--- src/rtl/if_stage_ifid.sv ---
// Instruction-fetch stage and IF/ID pipeline register: owns the PC, drives the
// instruction-memory address and latches the fetched word plus PC+4 for decode.
module if_stage_ifid #(
    parameter logic [31:0] RESET_PC = 32'h0000_0000,
    parameter int          HOLD_MAX = 16,
    parameter logic [31:0] NOP_WORD = 32'h0000_0000
) (
    input  logic        Clk,
    input  logic        Rst_n,
    input  logic        hold_PC,
    input  logic        hold_IFID,
    input  logic        Branch_Resolved,
    input  logic        Branch_Taken,
    input  logic [31:0] Branch_Target,
    output logic [31:0] IMem_Addr,
    input  logic [31:0] IMem_Data,
    output logic [31:0] IFID_Instruction,
    output logic [31:0] IFID_PCPlus4,
    output logic        IFID_Valid,
    output logic [15:0] Stall_Count,
    output logic        Hold_Timeout,
    output logic        Dbg_State
);

    localparam int RUN_W = $clog2(HOLD_MAX + 1);
    localparam logic [RUN_W-1:0] RUN_MAX = RUN_W'(HOLD_MAX);

    typedef enum logic {
        ST_RUN  = 1'b0,
        ST_HOLD = 1'b1
    } state_t;

    state_t           state_q, state_d;
    logic [31:0]      pc_q, pc_d;
    logic [31:0]      instr_q, instr_d;
    logic [31:0]      pc4_q, pc4_d;
    logic             valid_q, valid_d;
    logic [15:0]      stall_q, stall_d;
    logic [RUN_W-1:0] run_q, run_d;
    logic             timeout_q, timeout_d;

    logic        redirect;
    logic        hold_any;
    logic [31:0] pc_plus4;

    assign redirect = Branch_Resolved & Branch_Taken;
    assign hold_any = hold_PC | hold_IFID;
    assign pc_plus4 = pc_q + 32'd4;

    always_comb begin
        state_d   = state_q;
        pc_d      = pc_q;
        instr_d   = instr_q;
        pc4_d     = pc4_q;
        valid_d   = valid_q;
        stall_d   = stall_q;
        run_d     = run_q;
        if (redirect) begin
            // A taken branch flushes IF/ID and wins over any hold request.
            pc_d    = {Branch_Target[31:2], 2'b00};
            instr_d = NOP_WORD;
            pc4_d   = 32'd0;
            valid_d = 1'b0;
            run_d   = '0;
            state_d = ST_RUN;
        end else begin
            if (!hold_PC) begin
                pc_d = pc_plus4;
            end
            if (!hold_IFID) begin
                if (hold_PC) begin
                    instr_d = NOP_WORD;
                    pc4_d   = 32'd0;
                    valid_d = 1'b0;
                end else begin
                    instr_d = IMem_Data;
                    pc4_d   = pc_plus4;
                    valid_d = 1'b1;
                end
            end
            if (hold_PC && (stall_q != 16'hFFFF)) begin
                stall_d = stall_q + 16'd1;
            end
            if (hold_any) begin
                if (run_q != RUN_MAX) begin
                    run_d = run_q + RUN_W'(1);
                end
                state_d = ST_HOLD;
            end else begin
                run_d   = '0;
                state_d = ST_RUN;
            end
        end
        timeout_d = timeout_q | (run_d == RUN_MAX);
    end

    always_ff @(posedge Clk or negedge Rst_n) begin
        if (!Rst_n) begin
            state_q   <= ST_RUN;
            pc_q      <= RESET_PC;
            instr_q   <= NOP_WORD;
            pc4_q     <= 32'd0;
            valid_q   <= 1'b0;
            stall_q   <= 16'd0;
            run_q     <= '0;
            timeout_q <= 1'b0;
        end else begin
            state_q   <= state_d;
            pc_q      <= pc_d;
            instr_q   <= instr_d;
            pc4_q     <= pc4_d;
            valid_q   <= valid_d;
            stall_q   <= stall_d;
            run_q     <= run_d;
            timeout_q <= timeout_d;
        end
    end

    assign IMem_Addr        = pc_q;
    assign IFID_Instruction = instr_q;
    assign IFID_PCPlus4     = pc4_q;
    assign IFID_Valid       = valid_q;
    assign Stall_Count      = stall_q;
    assign Hold_Timeout     = timeout_q;
    assign Dbg_State        = (state_q == ST_HOLD);

endmodule

--- config.mk ---
export PLATFORM = sky130hd
export DESIGN_NAME = if_stage_ifid
export DESIGN_NICKNAME = d
export VERILOG_FILES = /design/src/rtl/if_stage_ifid.sv
export SDC_FILE = /design/constraint.sdc
export NUM_CORES = 1
export LEC_CHECK = 0
export ABC_AREA = 1
export CORE_UTILIZATION = 47
export DETAILED_ROUTE_END_ITERATION = 6
export PLACE_DENSITY = 0.78
export SYNTH_ARGS = -nofsm -noshare
export SYNTH_HDL_FRONTEND = slang
export SYNTH_SLANG_ARGS = --single-unit
--- constraint.sdc ---
create_clock -name Clk -period 1.8 [get_ports Clk]
set_input_delay 0.18 -clock Clk [delete_from_list [all_inputs] [get_ports Clk]]
set_output_delay 0.18 -clock Clk [all_outputs]
set_load 0.005 [all_outputs]
# Word-level counts from Yosys, hierarchy flattened
# Cells that the tools add are included.
[word_totals]
register_bits = 120
inputBits = 70
elab_cells = 38
[classes]
add_sub_neg = 3
eq_ne = 5
mux = 16
bitwise = 4
n_reduce_logical = 2
[ops]
columns = ["cell", "count"]
rows = [
  ["$mux W32", 8],
  ["$add A32 B3 Y32 const B", 1],
  ["$add A16 B1 Y16 const B", 1],
  ["$ne A16 B16 Y1 const B", 1],
  ["$mux W5", 3],
  ["$add A5 B1 Y5 const B", 1],
  ["$eq A5 B5 Y1 const B", 1],
  ["$mux W1", 5],
  ["$ne A5 B5 Y1 const B", 1],
  ["$ne A2 B1 Y1 const B", 2],
  ["$or A1 B1 Y1", 2],
  ["$reduce_and A2 Y1", 1],
  ["$and A1 B1 Y1", 1],
  ["$logic_and A1 B1 Y1", 1],
  ["$not A1 Y1", 1],
]

# Longest topological paths before layout
# Gate-level depths: netlist of the first run.
[depth]
ltp_word = 6
mapped_depth = 11
mapped_depth_nobuf = 10

# Worst setup path before layout of the first run
# No wires, ideal clock.
[synth_path]
path_type = "reg-to-reg"
from = "register stall_q[0] (netlist: Stall_Count[0])"
to = "register stall_q[7] (netlist: Stall_Count[7])"
t_arrival_ns = 1.457
required_ns = 1.684
setup_slack_ns = 0.226
stages_incl_launch_ff = 12
n_path_buf = 1
cell_sequence = "dfrtp_1 > ha_1 > nand3_2 > nor2_4 > nand2_4 > nor2_4 > nand2_4 > nand2_8 > inv_4 > buf_6 > nand2_1 > nand2_1"
[synth_between]
elab_chain_cells = 3
word_cells_on_any_way = 4
classes_between = "add/sub: 1; eq/ne: 1; reduce/logical: 2"
[synth_rtl]
columns = ["item", "line", "text"]
rows = [
  ["from (decl)", "38", "logic [15:0] stall_q, stall_d;"],
  ["from (signal assigned)", "113", "stall_q <= stall_d;"],
  ["branches (longest 3 deep; another with $add A16 B1 Y16)", "--", ""],
]
# Several ways; the timed one is not identified.
# A chain may end at the register's enable or synchronous reset.

# Final worst setup path of the first run
[layout_path]
from = "register stall_q[0] (netlist: Stall_Count[0])"
to = "register stall_q[4] (netlist: Stall_Count[4])"
# The elaborated chain is that of the path after synthesis.

==> impl_results.md, run 1 <==
* Outcome: completed
* Routed Antenna Nets at 0
* CP Capture Type: register
* Placed insts at approximately 1,100
* Total GRT Usage at between 20% and 30%
* Final Max Tran Viols at 0
* H-tree depth at 4
* Lkg Pwr at around 4.0 nW
* Die Wd at 113 um
* Max stage delay cell, worst path: dfrtp_1
* Global route overflow at 0
* FF+latch count, synth at 117
* FILL cells at just under 1,000
* Final non-filler cell area at between 8000 and 9000 um^2
* Crit path buf inv count at 1
* Wire per inst at ~15 um
* Setup TNS at 0 ps
* Crit start category: register
* PnR worst setup slack at approximately 140 ps
* RSZ-0062 raised after global routing: no
* Post-DP Area at between 7000 and 8000 um^2
* RePlAce Congestion at 0.942
* Clock Tree Root: clkbuf_16
* Async S/R FF share, synth at between 90% and 100%
* Initial antenna violation count at 0
* Clock slew at reported path FFs at 50 ps
* I/O pin cnt at around 190
* Via density at ~5.0
* Crit-path max cell delay at ~400 ps
* Worst Path Arrival at approximately 2000 ps
* Avg Cell Area, Syn at a little over 8 um^2
* Post-synth EDFFs at 0
* TritonCTS clock tree: built
* Largest net degree at the start of global routing at 50
* Endpoints failing setup at 0
* Fraction of layout cells with a size suffix above 1 at approximately 7.3%
* First-pass GRT wire length at about 27,000 um
* Multi-input logic area at 2520 um^2
* Distinct cells, synth at 35
* CP cell instances: ha_1 -> nand3_2 -> nor2_4 -> nand2_4 -> nor2_4 -> nand2_4 -> nand2_8 -> inv_4 -> nand2_1 -> nand2_1
* Number of global-route vias before repair at 5,484
* Ys Warns at 0
* Fin cells at about 1,100
* Detailed Route Iter0 Violations at 430
* Pwr/cell area at a little over 900 nW/um^2
* Clk Latency, worst-skew pair at between 400 and 500 ps
* Drt drc at 0
* Post-CTS Setup Inserts at 0
* Vias at approximately 5,500
* HPWL after DPL at roughly 12,000 um
* Sequential cell area fraction in the yosys report at 50.2%
* Synthesized cell area at between 5000 and 6000 um^2
* Minimum clock period at 1660 ps
* # rows at 40
* Die ar. at roughly 13,000 um^2
* Ant diodes at 0
* Layout overhead on the synthesized area at 45.8%
* Final #Nets at about 990
* Pre-CTS WS at between 100 and 150 ps
* Cts bufs inserted at 17
* Crit-path leading delay family: simple AND/OR/NAND/NOR gates
* Max Clock Freq at between 600 and 700 MHz
* Drt first pass iters at 5
* Period utilization at 92.4%
* Hold Path Class: primary input to asynchronous set/reset pin
* Max VDD drop at about 0.79 mV
* Initial Utilization at between 40% and 50%
* Fin. Hold Viols at 0
* Prevailing post-synth register cell: dfrtp_1
* Core area at roughly 12,000 um^2
* Final WL at around 17,000 um
* Longest Clk Path Bufs at 2
* Reg area at around 3000 um^2
* CP Class: register to register
* Final Power at 7.91 mW
* Syn Inst Count at around 720
* Clock Skews at 4.03 ps
* Die H at roughly 110 um
* CP max FO at 19
* Port bufs at 180
* Clock Sink Count at ~120
* Max Cap Violations at 0
* Worst path required time at ~2100 ps
cell usage after synthesis, types with 4 or more instances:
| master | n | area, um^2 |
|---|---|---|
| a22o_1 | 37 | 324 |
| buf_2 | 9 | 45.0 |
| clkbuf_1 | 9 | 33.8 |
| dfrtp_1 | 117 | 2930 |
| ha_1 | 4 | 50.1 |
| inv_1 | 64 | 240 |
| nand2_1 | 288 | 1080 |
| nand3_1 | 38 | 190 |
| nand4_1 | 4 | 25.0 |
| nor2_1 | 59 | 221 |
| nor2_2 | 4 | 25.0 |
| o21ai_0 | 31 | 155 |
| xnor2_1 | 16 | 140 |
| xor2_1 | 11 | 96.3 |
report_power, final:
group / leakage, nW / total [mW] / switching (mW) / internal, mW
Clock: 0.273 / 3.12 / 1.17 / 1.95
Combinational: 2.21 / 1.58 / 0.714 / 0.869
Sequential: 1.54 / 3.20 / 0.300 / 2.90
Total: 4.03 / 7.91 / 2.19 / 5.72
placed cells by master, fill, tap and decap left out, types with 2 or more instances in the layout:
master | Yosys | final
nand2_1 | 288 | 288
clkdlybuf4s50_1 | 0 | 179
dfrtp_1 | 117 | 117
inv_1 | 64 | 64
nor2_1 | 59 | 58
nand3_1 | 38 | 38
a22o_1 | 37 | 37
o21ai_0 | 31 | 31
clkbuf_16 | 0 | 17
xnor2_1 | 16 | 16
buf_4 | 3 | 13
xor2_1 | 11 | 11
clkinv_2 | 0 | 7
buf_12 | 1 | 7
nand4_1 | 4 | 4
nor2_2 | 4 | 4
nor2_4 | 3 | 4
ha_1 | 4 | 4
nand2_2 | 3 | 3
clkbuf_1 | 9 | 3
a21oi_1 | 2 | 2
inv_2 | 2 | 2
nand2_4 | 2 | 2
nand3b_1 | 2 | 2
o21bai_1 | 2 | 2
o221ai_1 | 2 | 2
conb_1 | 1 | 2
clkbuf_8 | 0 | 2
registers in the layout, indices dropped and copies added (netlist names):
| signal | cells |
|---|---|
| Dbg_State | 1 |
| Hold_Timeout | 1 |
| IFID_Instruction | 32 |
| IFID_PCPlus4 | 31 |
| IFID_Valid | 1 |
| IMem_Addr | 30 |
| Stall_Count | 16 |
| run_q | 5 |
stage by stage:
stage          hold slack, ps  util, %
6_report                  238     70.5
3_5_place_dp              142     65.9
2_1_floorplan            -116        -
3_3_place_gp              136     65.9
4_1_cts                   233     70.5
5_1_grt                   271     70.5
final timing paths:
path,from,end,slack (ps),cells after the start
max in group asynchronous,Rst_n,IFID_PCPlus4[5],960,3
min,Rst_n,Stall_Count[10],240,2
max,Stall_Count[0],Stall_Count[4],140,10
max reg2reg,Stall_Count[0],Stall_Count[4],140,10
min reg2reg,Hold_Timeout,Hold_Timeout,460,2
min in group Clk,Branch_Target[8],IMem_Addr[8],340,3
per-layer routing:
metal	track usage, %	routed length [um]	vias up
met5	0	0	-
met4	11.3	482	0
met3	6.64	872	42
met2	47.2	8440	224
met1	34.6	7240	2593
li1	-	-	2679
kinds of logic (layout without fill, tap and decap cells):
group                    count (synthesis)  in the layout  synth area share, %
AND/OR/NAND/NOR                        407            407                 28.9
adder cells (fa/ha/maj)                  4              4                0.858
other                                    1              2               0.0643
flip-flops                             117            117                 50.2
XOR/XNOR                                27             27                 4.05
buffers and inverters                   92            300                 6.75
AO/OA/AOI/OAI                           76             76                 9.24
layout make-up:
| cell class | instances | area share (%) |
|---|---|---|
| Clock buffer | 22 | 5.46 |
| Sequential cell | 117 | 34.4 |
| Timing Repair Buffer | 200 | 24.0 |
| Tap cell | 168 | 2.47 |
| Clock inverter | 10 | 0.956 |
| Inverter | 68 | 3.03 |
| Multi-Input combinational cell | 516 | 29.7 |
repair_timing:
| item | CTS | global route |
|---|---|---|
| gates resized for setup | 0 | 1 |
| hold endpoints to repair | 27 | 0 |
| hold buffers | 1 | 0 |
| setup endpoints to repair | 0 | 1 |
Note: power is estimated with default switching activity, not from simulation.
==> run 2, diff against run 1 <==
- MAX_ROUTING_LAYER: default -> met4
- PLACE_DENSITY: 0.78 -> 0.91
- SKIP_LAST_GASP: default -> 1
==> impl_results.md, run 2 (synthesis results as in run 1) <==
* Outcome: completed
* CP Capture Type: register
* Max Cap Violations at 0 (unchanged)
* Ant diodes at 0 (unchanged)
* Layout overhead on the synthesized area at 46.5%
* Crit-path max cell delay at 420 ps (+20 ps)
* Clock slew at reported path FFs at 60 ps (about the same)
* Crit path buf inv count at 0 (-1)
* Worst-Margin Slew at a little under 600 ps
* Setup TNS at 0 ps (unchanged)
* CP cell instances: ha_1 -> nand2_1 -> nor2_2 -> nand2_2 -> nor2_1 -> xor2_1 -> nand2_1 -> nand2_1
* Max stage delay cell, worst path: dfrtp_1
* Max Clock Freq at 594 MHz (-1.1%)
* RSZ-0062 raised after global routing: no
* Lkg Pwr at 4.03 nW (+0.19%)
* TritonCTS clock tree: built
* Final Max Tran Viols at 0 (unchanged)
* Cell repeated most along the worst path: nand2_1
* Die H at 113 um (unchanged)
* Reg-to-Reg Start: IMem_Addr[3]
* Final WL at 17,000 um (about the same)
* Minimum clock period at 1680 ps (+19.1 ps)
* Vias at 5,641 (+1.9%)
* Die ar. at 12,900 um^2 (unchanged)
* Initial Utilization at 48.4% (unchanged)
* Worst Path Arrival at 2040 ps (+70 ps)
* CP Class: register to register
* Crit-path leading delay family: simple AND/OR/NAND/NOR gates
* RePlAce Congestion at 0.976 (+3.6%)
* I/O pin cnt at 185 (unchanged)
* Longest Clk Path Bufs at 2 (unchanged)
* Drt drc at 0 (unchanged)
* Fin cells at 1,101 (unchanged)
* Max VDD drop at 0.638 mV (-19%)
* Total GRT Usage at 28.8% (+0.83 points)
* Wire per inst at 15.5 um (about the same)
* # rows at 40 (unchanged)
* Detailed Route Iter0 Violations at 417 (-3.0%)
* Slew Limit Headroom at 61.5%
* Endpoints failing setup at 0 (unchanged)
* Fin. Hold Viols at 0 (unchanged)
* H-tree depth at 4 (unchanged)
* Via density at 5.12 (+1.9%)
* Crit start category: register
* CP max FO at 5 (-14)
* Max reg flops at 32 (unchanged)
* Hold Path Class: primary input to asynchronous set/reset pin
* Port bufs at 180 (unchanged)
* First-pass GRT wire length at 27,700 um (+1.6%)
* Commonest non-fill, non-tap cell in the layout: nand2_1
* Clock Skews at 7.15 ps (+3.12 ps)
* Clock Tree Root: clkbuf_16
* Drt first pass iters at 5 (unchanged)
* Pwr/cell area at 962 nW/um^2 (+3.5%)
* FF-to-FF End: IMem_Addr[18]
* Placed insts at 1,067 (-0.094%)
* Largest net degree at the start of global routing at 54 (+8.0%)
* Initial antenna violation count at 0 (unchanged)
* HPWL after DPL at 12,100 um (-3.0%)
* Final #Nets at 994 (unchanged)
* Cts bufs inserted at 17 (unchanged)
* Worst path required time at 2150 ps (+40 ps)
* Clk Latency, worst-skew pair at 410 ps (about the same)
* Global route overflow at 0 (unchanged)
* Most frequent cells in the layout: nand2_1 (287), clkdlybuf4s50_1 (179), dfrtp_1 (116)
* FILL cells at 875 (-9.4%)
* Die Wd at 113 um (unchanged)
* Fraction of layout cells with a size suffix above 1 at 7.72% (+0.43 points)
* Routed Antenna Nets at 0 (unchanged)
* Core area at 12,100 um^2 (unchanged)
* Number of global-route vias before repair at 5,639 (+2.8%)
* Worst r2r path cells at 8 (-2)
* R2R Setup Slk at 120 ps (-20 ps)
* Clock Sink Count at 117 (unchanged)
* Period utilization at 93.5% (+1.1 points)
[run 2: cell types whose count changed in the layout (fill, tap and decap cells not counted), moves of 2 or more]
| cell | before | now |
|---|---|---|
| clkinv_2 | 7 | 2 |
| inv_6 | 0 | 3 |
| buf_12 | 7 | 5 |
| buf_4 | 13 | 15 |
| bufinv_16 | 1 | 3 |
| clkbuf_1 | 3 | 1 |
| clkbuf_8 | 2 | 0 |
| clkinv_4 | 1 | 3 |
| clkinvlp_4 | 1 | 3 |
[run 2: worst register-to-register path: cells and delay by family, from the launching register on]
family | cells | cell delay (ps)
xor gates and xnor gates | 1 | 260
adders and majority gates | 1 | 210
DFF | 1 | 420
and+or+nand+nor | 6 | 750
[run 2: worst max path at each step]
| stage | to | depth (start not counted) | slack (ps) | from |
|---|---|---|---|---|
| 6_report | IMem_Addr[18] | 8 | 120 | IMem_Addr[3] |
| 5_1_grt | Stall_Count[13] | 10 | 3 | Stall_Count[0] |
| 4_1_cts | Stall_Count[7] | 10 | 70 | Stall_Count[0] |
| 3_5_place_dp | IFID_PCPlus4[10] | 7 | 80 | Branch_Resolved |
| 3_3_place_gp | IFID_PCPlus4[4] | 7 | 130 | Branch_Resolved |
| 2_1_floorplan | Stall_Count[7] | 11 | 230 | Stall_Count[0] |
[run 2: layout make-up]
type / instances / area (um^2) / share of cell area (%)
Sequential cell: 117 / 2930 / 34.3
Clock buffer: 18 / 429 / 5.02
Inverter: 68 / 258 / 3.02
Clock inverter: 14 / 175 / 2.05
Multi-Input combinational cell: 516 / 2530 / 29.6
Timing Repair Buffer: 200 / 2010 / 23.6
Tap cell: 168 / 210 / 2.46
[run 2: metal layers]
metal	track usage (%)	vias up	routed length, um
met5	-	-	0
met4	16.0	0	600
met3	5.58	57	1110
met2	45.3	268	8260
met1	35.0	2640	7070
li1	-	2676	-
[run 2: power breakdown]
part           internal (mW)  switching [mW]  total [mW]
logic                  0.866           0.705        1.57
registers               2.90           0.315        3.21
clock network           2.19            1.25        3.44
[run 2: metrics by stage]
step	setup WS (ps)	hold WS, ps	power [mW]	cell area, um^2	util (%)
after global placement	127	205	4.73	7920	65.6
after detailed placement	78.7	208	4.78	7920	65.6
after global routing	2.81	364	8.59	8550	70.9
after CTS	72.8	315	8.24	8530	70.7
after floorplan	226	-116	3.82	5840	-
final	117	313	8.23	8550	70.9
[run 2: timing repair]
action                                 CTS  global route
hold buffers                             1             0
gates resized for setup                  0             4
setup endpoints to repair                0            16
endpoints found under the hold margin   35             0
buffers inserted                         0             1
